==> src/rtl/keypad_matrix_emulator_if.sv <==
// Key-code handshake between a code source (master) and the keypad emulator (slave).
// A code transfers on any rising clock edge where key_valid and key_ready are both high.
interface keypad_matrix_emulator_if;
  logic       key_valid;
  logic [3:0] key_code;
  logic       key_ready;

  modport master (output key_valid, output key_code, input key_ready);
  modport slave  (input key_valid, input key_code, output key_ready);
endinterface

==> src/rtl/keypad_matrix_emulator.sv <==
// Emulates a passive 4x4 membrane keypad: queued hex codes are replayed as timed presses on
// active-low column returns. Define KEYPAD_EMU_BOUNCE_EN to add contact bounce at press start.
//   state   | meaning
//   S_IDLE  | no key played; pops the next queued code when one is available
//   S_PRESS | key held for HOLD_CYCLES (contact closed, or bouncing at the start)
//   S_GAP   | key released for GAP_CYCLES before the next code may be popped
module keypad_matrix_emulator #(
  parameter int HOLD_CYCLES   = 1000000,
  parameter int GAP_CYCLES    = 500000,
  parameter int FIFO_DEPTH    = 4,
  parameter int BOUNCE_PERIOD = 1000
) (
  input  logic                    clock,
  input  logic                    reset,
  keypad_matrix_emulator_if.slave kp,
  input  logic [3:0]              i_keypad_row,
  output logic [3:0]              o_keypad_col,
  output logic                    o_key_down,
  output logic [3:0]              o_pressed_key,
  output logic                    o_busy,
  output logic [4:0]              o_fifo_count
);
  localparam int          AW        = (FIFO_DEPTH > 1) ? $clog2(FIFO_DEPTH) : 1;
  localparam logic [23:0] HOLD_LAST = 24'(HOLD_CYCLES - 1);
  localparam logic [23:0] GAP_LAST  = 24'(GAP_CYCLES - 1);
  localparam logic [4:0]  DEPTH5    = 5'(FIFO_DEPTH);

  typedef enum logic [1:0] {S_IDLE, S_PRESS, S_GAP} state_t;

  state_t          r_state, w_state_nxt;
  logic [3:0]      r_mem [FIFO_DEPTH];
  logic [AW-1:0]   r_wr_ptr, r_rd_ptr;
  logic [4:0]      r_count;
  logic [23:0]     r_cnt;
  logic            r_key_down;
  logic [3:0]      r_pressed_key;
  logic [3:0]      r_col;
  logic            w_push, w_pop;
  logic [7:0]      w_map;

  // {row strobe, column return} that closes the contact for a given code
  function automatic logic [7:0] key_map(input logic [3:0] code);
    case (code)
      4'h0:    key_map = 8'b1110_0111;
      4'h1:    key_map = 8'b1110_1011;
      4'h2:    key_map = 8'b1101_1011;
      4'h3:    key_map = 8'b1011_1011;
      4'h4:    key_map = 8'b1110_1101;
      4'h5:    key_map = 8'b1101_1101;
      4'h6:    key_map = 8'b1011_1101;
      4'h7:    key_map = 8'b1110_1110;
      4'h8:    key_map = 8'b1101_1110;
      4'h9:    key_map = 8'b1011_1110;
      4'hA:    key_map = 8'b1101_0111;
      4'hB:    key_map = 8'b1011_0111;
      4'hC:    key_map = 8'b0111_1110;
      4'hD:    key_map = 8'b0111_1101;
      4'hE:    key_map = 8'b0111_1011;
      default: key_map = 8'b0111_0111;
    endcase
  endfunction

  assign kp.key_ready = (r_count != DEPTH5);
  assign w_push       = kp.key_valid & kp.key_ready;
  assign w_map        = key_map(r_pressed_key);

  always_ff @(posedge clock or negedge reset) begin
    if (!reset) r_state <= S_IDLE;
    else        r_state <= w_state_nxt;
  end

  always_comb begin
    w_state_nxt = r_state;
    w_pop       = 1'b0;
    case (r_state)
      S_IDLE:  if (r_count != 5'd0) begin
                 w_pop       = 1'b1;
                 w_state_nxt = S_PRESS;
               end
      S_PRESS: if (r_cnt == HOLD_LAST) w_state_nxt = S_GAP;
      S_GAP:   if (r_cnt == GAP_LAST)  w_state_nxt = S_IDLE;
      default: w_state_nxt = S_IDLE;
    endcase
  end

  always_ff @(posedge clock) begin
    if (w_push) r_mem[r_wr_ptr] <= kp.key_code;
  end

  always_ff @(posedge clock or negedge reset) begin
    if (!reset) begin
      r_cnt         <= '0;
      r_pressed_key <= '0;
      r_col         <= 4'hF;
      r_wr_ptr      <= '0;
      r_rd_ptr      <= '0;
      r_count       <= '0;
    end else begin
      if (w_state_nxt != r_state)  r_cnt <= '0;
      else if (r_state != S_IDLE)  r_cnt <= r_cnt + 24'd1;
      if (w_pop) begin
        r_pressed_key <= r_mem[r_rd_ptr];
        r_rd_ptr      <= r_rd_ptr + AW'(1);
      end
      if (w_push) r_wr_ptr <= r_wr_ptr + AW'(1);
      case ({w_push, w_pop})
        2'b10:   r_count <= r_count + 5'd1;
        2'b01:   r_count <= r_count - 5'd1;
        default: r_count <= r_count;
      endcase
      // Only an exact match of the key's row strobe returns its column
      r_col <= (r_key_down && (i_keypad_row == w_map[7:4])) ? w_map[3:0] : 4'hF;
    end
  end

`ifdef KEYPAD_EMU_BOUNCE_EN
  localparam logic [23:0] BNC_LAST = 24'(BOUNCE_PERIOD - 1);
  logic [23:0] r_bnc_tmr;
  logic [3:0]  r_bnc_ph;

  // Eight alternating phases starting closed; the eighth toggle leaves the contact closed
  always_ff @(posedge clock or negedge reset) begin
    if (!reset) begin
      r_key_down <= 1'b0;
      r_bnc_tmr  <= '0;
      r_bnc_ph   <= '0;
    end else if (w_pop) begin
      r_key_down <= 1'b1;
      r_bnc_tmr  <= '0;
      r_bnc_ph   <= '0;
    end else if (w_state_nxt != S_PRESS) begin
      r_key_down <= 1'b0;
    end else if (r_bnc_ph != 4'd8) begin
      if (r_bnc_tmr == BNC_LAST) begin
        r_bnc_tmr  <= '0;
        r_bnc_ph   <= r_bnc_ph + 4'd1;
        r_key_down <= ~r_key_down;
      end else begin
        r_bnc_tmr  <= r_bnc_tmr + 24'd1;
      end
    end
  end
`else
  logic w_unused_bounce_cfg;
  assign w_unused_bounce_cfg = (BOUNCE_PERIOD > 0);

  always_ff @(posedge clock or negedge reset) begin
    if (!reset) r_key_down <= 1'b0;
    else        r_key_down <= (w_state_nxt == S_PRESS);
  end
`endif

  assign o_keypad_col  = r_col;
  assign o_key_down    = r_key_down;
  assign o_pressed_key = r_pressed_key;
  assign o_busy        = (r_state != S_IDLE) || (r_count != 5'd0);
  assign o_fifo_count  = r_count;
endmodule

==> src/flat_wrapper.sv <==
// flat-port wrapper written by rule: the top's interface ports become plain ports
module keypad_matrix_emulator_flat 
#(
  parameter int HOLD_CYCLES   = 1000000,
  parameter int GAP_CYCLES    = 500000,
  parameter int FIFO_DEPTH    = 4,
  parameter int BOUNCE_PERIOD = 1000
)
  (clock, reset, i_keypad_row, o_keypad_col, o_key_down, o_pressed_key, o_busy, o_fifo_count, kp_key_valid, kp_key_code, kp_key_ready);
  keypad_matrix_emulator_if kp_i ();
  input  logic clock;
  input  logic reset;
  input  logic [3:0] i_keypad_row;
  output logic [3:0] o_keypad_col;
  output logic o_key_down;
  output logic [3:0] o_pressed_key;
  output logic o_busy;
  output logic [4:0] o_fifo_count;
  input wire logic [$bits(kp_i.key_valid)-1:0] kp_key_valid;
  input wire logic [$bits(kp_i.key_code)-1:0] kp_key_code;
  output wire logic [$bits(kp_i.key_ready)-1:0] kp_key_ready;
  assign kp_i.key_valid = kp_key_valid;
  assign kp_i.key_code = kp_key_code;
  assign kp_key_ready = kp_i.key_ready;
  keypad_matrix_emulator #(.HOLD_CYCLES(HOLD_CYCLES), .GAP_CYCLES(GAP_CYCLES), .FIFO_DEPTH(FIFO_DEPTH), .BOUNCE_PERIOD(BOUNCE_PERIOD)) u_core (.clock(clock), .reset(reset), .kp(kp_i), .i_keypad_row(i_keypad_row), .o_keypad_col(o_keypad_col), .o_key_down(o_key_down), .o_pressed_key(o_pressed_key), .o_busy(o_busy), .o_fifo_count(o_fifo_count));
endmodule
==> config.mk <==
export PLATFORM = sky130hd
export DESIGN_NAME = keypad_matrix_emulator_flat
export DESIGN_NICKNAME = d
export VERILOG_FILES = /design/src/rtl/keypad_matrix_emulator_if.sv /design/src/rtl/keypad_matrix_emulator.sv /design/src/flat_wrapper.sv
export SDC_FILE = /design/constraint.sdc
export NUM_CORES = 1
export LEC_CHECK = 0
export BUFFER_PORTS_ARGS = -buffer_cell sky130_fd_sc_hd__buf_2
export CAP_MARGIN = 5
export CORE_ASPECT_RATIO = 0.75
export CORE_MARGIN = 4
export CORE_UTILIZATION = 64
export CTS_CLUSTER_DIAMETER = 200
export DETAILED_ROUTE_END_ITERATION = 8
export GPL_TIMING_DRIVEN = 0
export PLACE_DENSITY = 0.86
export SYNTH_ARGS = -nofsm -noshare
export SYNTH_HDL_FRONTEND = slang
export SYNTH_SLANG_ARGS = --single-unit
==> constraint.sdc <==
create_clock -name clock -period 5.34 [get_ports clock]
set_input_delay 0.534 -clock clock [delete_from_list [all_inputs] [get_ports clock]]
set_output_delay 0.534 -clock clock [all_outputs]
set_load 0.005 [all_outputs]
==> summary.md, run 1 <==
| Metric | Value |
|---|---|
| Worst stage delay on the critical path | 0.45 ns |
| Total Power Consumption | 0.00147 W |
| Mapped Avg Cell Area | 11.3 um2 |
| Layout cell share with drive strength beyond 1 | 26.4% |
| Root Buffer | clkbuf_8 |
| Yosys warns | 0 |
| CP Launch Type | flip-flop |
| Flop-to-flop setup slack | 2.48 ns |
| Nets | 350 |
| RSZ-0062 raised after global routing | false |
| Mapped Area | 3250 um2 |
| WS Path Type | flip-flop to flip-flop |
| Io pins | 27 |
| CORE AREA | 4900 um2 |
| Total CTS buffers | 9 |
| Dpl ws | 2.46 ns |
| Final Hold Violating Endpoints | 0 |
| GPL Wtd Cong | 0.841 |
| CP max stage cell | dfrtp_1 |
| Overflow after GRT | 0 |
| Cell count along the critical path | 12 |
| Max-Cap Viols | 0 |
| Commonest non-fill, non-tap cells in the layout | dfrtp_1, buf_2, nand2_1, nor2_2, edfxtp_1 |
| Syn nets | 313 |
| Final worst path period share | 53.5% |
| Initial antenna violation count | 0 |
| Clk_skew | 0.0143 ns |
| Worst-path cell chain | nor4_4, nand2_1, and2_1, inv_1, ha_1, inv_1, fa_1, nor2b_1, o21ai_0, and3_1, nor3_1, xor2_1 |
| PwrDens | 400 nW/um2 |
| Leakage | 1.56 nW |
| Die area | 6300 um2 |
| Achievable frequency | 350 MHz |
| WL final | 6.83 mm |
| DRC | 0 |
| Initial Utilization | 66.4% |
| R2R cell count | 12 |
| Top layer in use | met4 |
| First-pass GRT wire length | 11.7 mm |
| Post_cts resized | 0 |
| Crit path time final | 2.86 ns |
| Comb power frac | 24.1% |
| Vias/cell | 6.04 |
| Setup TNS | 0 ns |
| Post-synthesis sequential area ratio | 48.8% |
| Worst-Skew Late Latency | 0.35 ns |
| Worst reg2reg startpoint | u_core.o_fifo_count[1]$_DFFE_PN0P_ |
| DR WL met3 | 457 um |
| RR Endpoint | u_core.o_fifo_count[4]$_DFFE_PN0P_ |
| HP Class | input pin to async pin |
| Antenna diode instance count | 0 |
| Max-slew headroom | 34.3% |
| Clock sink count | 60 |
| Commonest non-fill, non-tap cell in the layout | dfrtp_1 |
| Clock slew at reported path FFs | 0.07 ns |
| Area growth syn-to-layout | 13.0% |
| Total GRT Usage | 23.8% |
| WL/cell | 17.5 um |
| Status | finished, final reports clean |
| Post-route ant nets | 0 |
| Setup violations, final | 0 |
| Core Rows | 22 |
| Die Span X | 90.3 um |
| Maximum clock path buffer count | 2 |
| Port Buf Inserts | 26 |
| Ys async rst share | 73.3% |
| Clock H-tree levels | 3 |
| Actual slew at the worst max-slew pin | 0.985 ns |
| Routed via count | 2348 |
| Clock share of power | 30.9% |
| Crit path arrival time | 3.13 ns |
| Top delay family on crit path | simple AND/OR/NAND/NOR gates |
| VDD IR max | 255 uV |
| CTS tree | built |
| Post-CTS Setup Repair Bufs | 0 |
| Most used cell, CP | inv_1 |
| Ys flop type | dfrtp_1 |
| M1 WL | 3.01 mm |
| Slew Limit Fails | 0 |
| Distinct cells, synth | 54 |
| Number of fill cells | 322 |
| Pin count of the biggest net entering global routing | 45 |
| CP startpoint | u_core.o_fifo_count[1]$_DFFE_PN0P_ |
| Cell internal pwr | 0.00100 W |
| Syn Inst Count | 287 |
| DR iter-0 viols | 177 |
| Die H | 69.7 um |
| Reg power frac | 45.0% |
| Final WS setup | 2.48 ns |
| Hold buffers post-CTS | 0 |
| 1st-pass router iterations | 5 |
| CP endpoint kind | flip-flop |
| Synth Register Bits | 60 |
| Sw Share | 31.8% |
| HPWL Detailed | 4.48 mm |
| Net Switching | 0.000467 W |
| Vias in the first global route | 2376 |
| WP buf/inv | 2 |
| CP endpoint | u_core.o_fifo_count[4]$_DFFE_PN0P_ |
| Worst-path fanout max | 6 |
| EDFF count, synth | 16 |
| Metal2 WL | 3.11 mm |
| Req. time, crit path | 5.61 ns |
synth_stat cells, types with 2 or more instances:
cell,n,share of area [%]
nor3_1,10,1.5
nor2_1,14,1.6
mux2_2,5,1.7
mux2i_1,3,0.92
a21oi_1,4,0.62
edfxtp_1,16,15
o21ai_0,10,1.5
dfrtp_1,40,31
xnor2_1,15,4.0
buf_2,3,0.46
nor4b_1,2,0.54
nand2_1,18,2.1
nand2b_1,5,0.96
nand3_1,8,1.2
nand4_1,12,2.3
inv_1,15,1.7
nor2_2,18,3.5
nor4_1,5,0.96
nor2_4,2,0.69
mux4_2,4,2.8
nand3b_1,2,0.46
and3_1,7,1.3
xor2_1,15,4.0
dfstp_2,4,3.2
ha_1,14,5.4
and4_1,4,1.1
buf_12,2,1.2
and2_1,3,0.58
buf_1,2,0.23
sequential cells by signal, indices dropped and copies added, names as in the netlist:
name                  flops
u_core.r_cnt             24
u_core.r_mem             16
u_core.o_fifo_count       5
u_core.o_keypad_col       4
u_core.o_pressed_key      4
u_core.r_rd_ptr           2
u_core.r_state            2
u_core.r_wr_ptr           2
u_core.o_key_down         1
logic make-up after synthesis:
group / count (synthesis) / share of synthesized area, %
multiplexers: 12 / 5.42
AND/OR/NAND/NOR: 120 / 22.2
AO/OA/AOI/OAI: 26 / 5.42
flip-flops: 60 / 48.8
buffers and inverters: 24 / 4.12
adder cells (fa/ha/maj): 15 / 6.00
XOR/XNOR: 30 / 8.08
per-layer routing:
layer / GRT usage [%] / vias up
met2: 35.6 / 103
met3: 9.22 / 27
met5: 0 / -
met4: 10.0 / 0
li1: - / 1095
met1: 31.2 / 1123
metrics by stage:
stage / hold slack (ns) / cell area (um2) / cells / utilization, %
floorplan: 0.238 / 3250 / 287 / -
CTS: 0.378 / 3680 / 389 / 75.0
global placement: 0.528 / 3460 / 373 / 70.6
global route: 0.403 / 3680 / 389 / 75.0
finish: 0.346 / 3680 / 389 / 75.0
detailed placement: 0.545 / 3460 / 373 / 70.6
cell type report:
class	count	area, um2	area share, %
Sequential cell	60	1590	43.2
Multi-Input combinational cell	203	1530	41.7
Clock buffer	12	145	3.95
Timing Repair Buffer	26	130	3.54
Buffer	9	77.6	2.11
Tap cell	60	75.1	2.04
Clock inverter	4	72.6	1.97
Inverter	15	56.3	1.53
power groups by stage:
| stage | logic (W) | registers (W) | clock network [W] |
|---|---|---|---|
| 4_1_cts | 0.000356 | 0.000659 | 0.000457 |
| 3_5_place_dp | 0.000349 | 0.000663 | 0 |
| 6_report | 0.000354 | 0.000661 | 0.000454 |
| 3_3_place_gp | 0.000332 | 0.000657 | 0 |
| 2_1_floorplan | 0.000251 | 0.000645 | 0 |
| 5_1_grt | 0.000406 | 0.000674 | 0.000478 |
how the worst min path moves through the flow:
stage | endpoint | slack (ns)
final | u_core.r_cnt[17]$_DFFE_PN0P_ | 0.35
after global routing | u_core.r_mem[2][2]$_DFFE_PP_ | 0.40
after CTS | u_core.r_cnt[16]$_DFFE_PN0P_ | 0.38
after detailed placement | u_core.o_fifo_count[4]$_DFFE_PN0P_ | 0.55
after global placement | u_core.r_cnt[23]$_DFFE_PN0P_ | 0.53
after floorplan | u_core.o_fifo_count[0]$_DFFE_PN0P_ | 0.24
No activity file was read; power rests on OpenSTA's default activity.
==> inputs of run 2 (changes only) <==
- CORE_UTILIZATION: 64 -> 60
- PLACE_DENSITY: 0.86 -> 0.81
- clock period: 5.34 -> 2.75 ns (I/O delays scaled with it)
==> summary.md, run 2 (same netlist as run 1, synthesis figures left out) <==
| Metric | Value |
|---|---|
| Status | finished, final reports clean |
| Core Rows | 22 |
| Antenna diode instance count | 0 |
| Hold buffers post-CTS | 0 |
| Hold WS | 0.0898 ns |
| Most used cell, CP | inv_1 |
| Pin count of the biggest net entering global routing | 45 |
| Clock slew at reported path FFs | 0.07 ns |
| Flop-to-flop setup slack | 0.07 ns |
| Total Power Consumption | 0.00277 W |
| CP endpoint | u_core.o_fifo_count[4]$_DFFE_PN0P_ |
| Die H | 71.8 um |
| WS Path Type | flip-flop to flip-flop |
| Post-route ant nets | 0 |
| Final worst path period share | 97.5% |
| Leakage | 1.57 nW |
| Actual slew at the worst max-slew pin | 0.972 ns |
| Clock sink count | 60 |
| Number of flip-flops under the largest register name | 24 |
| DRC | 0 |
| Crit path arrival time | 2.95 ns |
| Nets | 355 |
| Routed via count | 2344 |
| WL final | 6.26 mm |
| Fin area | 3740 um2 |
| CTS tree | built |
| Initial Utilization | 64.2% |
| Clock H-tree levels | 3 |
| PwrDens | 739 nW/um2 |
| R2R cell count | 12 |
| Setup violations, final | 0 |
| Final Hold Violating Endpoints | 0 |
| Initial antenna violation count | 0 |
| CP startpoint | u_core.o_fifo_count[1]$_DFFE_PN0P_ |
| CP endpoint kind | flip-flop |
| HPWL Detailed | 4.30 mm |
| Vias/cell | 5.77 |
| WL/cell | 15.4 um |
| Clk_skew | 0.00642 ns |
| Reg with most FFs | u_core.r_cnt |
| CP max stage cell | dfrtp_2 |
| Port Buf Inserts | 26 |
| Commonest non-fill, non-tap cells in the layout | dfrtp_1, buf_2, nor2_2 |
| Io pins | 27 |
| Vias in the first global route | 2204 |
| Root Buffer | clkbuf_8 |
| Achievable frequency | 373 MHz |
| Worst stage delay on the critical path | 0.44 ns |
| CP Launch Type | flip-flop |
| Worst-path cell chain | nor4_4, nand2_2, and2_4, inv_1, ha_4, inv_1, fa_2, nor2b_2, o21ai_2, and3_1, nor3_2, xor2_1 |
| Dpl cell area | 3470 um2 |
| Total CTS buffers | 9 |
| Worst-path fanout max | 5 |
| VDD IR max | 482 uV |
| DR iter-0 viols | 151 |
| Max-Cap Viols | 0 |
| Worst-Skew Late Latency | 0.34 ns |
| Slew Limit Fails | 0 |
| First-pass GRT wire length | 10.7 mm |
| Worst reg2reg startpoint | u_core.o_fifo_count[1]$_DFFE_PN0P_ |
| Commonest non-fill, non-tap cell in the layout | dfrtp_1 |
| Crit path time final | 2.68 ns |
| Die area | 6680 um2 |
| 1st-pass router iterations | 4 |
| Area growth syn-to-layout | 15.1% |
| Maximum clock path buffer count | 2 |
| CORE AREA | 5060 um2 |
| Layout cell share with drive strength beyond 1 | 30.2% |
| Max-slew headroom | 35.2% |
| Req. time, crit path | 3.02 ns |
| Die Span X | 93.0 um |
| Total GRT Usage | 20.4% |
| HP Class | input pin to async pin |
| GPL Wtd Cong | 0.893 |
| Overflow after GRT | 0 |
| RR Endpoint | u_core.o_fifo_count[4]$_DFFE_PN0P_ |
[run 2: cell count changes in the layout (fill, tap and decap cells not counted), sizes merged]
cell,before,now
buf,34,39
bufinv,2,1
clkbuf,13,12
clkinv,1,4
clkinvlp,1,0
[run 2: metal layers]
layer / part of all wire (%) / global-route usage, % / vias to the layer above
li1: - / - / 1109
met1: 46 / 28.6 / 1137
met2: 45 / 29.7 / 83
met3: 7.3 / 6.61 / 15
met4: 1.9 / 7.97 / 0
met5: 0 / 0 / -
[run 2: area by class of cell]
type	count	area [um2]
timing repair buffer	31	168
buffer	9	77.6
inverter	15	56.3
tap	72	90.1
clock inverter	5	52.6
clock buffer	11	131
sequential	60	1590
fill	367	1320
multi-input combinational	203	1580
[run 2: how the worst min path moves through the flow]
stage | from | to | slack [ns] | depth (start not counted)
after floorplan | reset | u_core.o_fifo_count[0]$_DFFE_PN0P_ | -0.02 | 0
after global placement | reset | u_core.o_pressed_key[1]$_DFFE_PN0P_ | 0.49 | 1
after detailed placement | reset | u_core.o_pressed_key[0]$_DFFE_PN0P_ | 0.49 | 1
after CTS | reset | u_core.r_cnt[18]$_DFFE_PN0P_ | 0.12 | 1
after global routing | kp_key_code[2] | u_core.r_mem[3][2]$_DFFE_PP_ | 0.14 | 1
final | reset | u_core.o_pressed_key[0]$_DFFE_PN0P_ | 0.09 | 1
[run 2: critical path: cells and delay by family (launching register included)]
kind,cells,cell delay (ns)
AOI/OAI and AO/OA,1,0.08
xor gates and xnor gates,1,0.16
adders and majority gates,2,0.56
buffers and inverters,2,0.20
DFF,1,0.44
and+or+nand+nor,6,1.18
[run 2: through the flow]
stage | setup slack (ns) | util [%] | cells | setup TNS, ns
floorplan | 0.198 | - | 287 | 0
global placement | -0.0801 | 68.6 | 385 | -0.0801
detailed placement | -0.123 | 68.6 | 385 | -0.123
CTS | 0.00963 | 72.4 | 402 | 0
global route | -0.0594 | 73.9 | 406 | -0.0594
finish | 0.0698 | 73.9 | 406 | 0
[run 2: power by group]
part	internal, W	switching, W	total (W)
logic	0.000364	0.000375	0.000739
registers	0.00110	0.000188	0.00128
clock network	0.000414	0.000330	0.000743
total	0.00187	0.000893	0.00277
[run 2: timing repair]
item	4_1_cts	5_1_grt
setup buffers	1	4
pin swaps	1	3
setup endpoints to repair	1	2
gates resized for setup	3	10
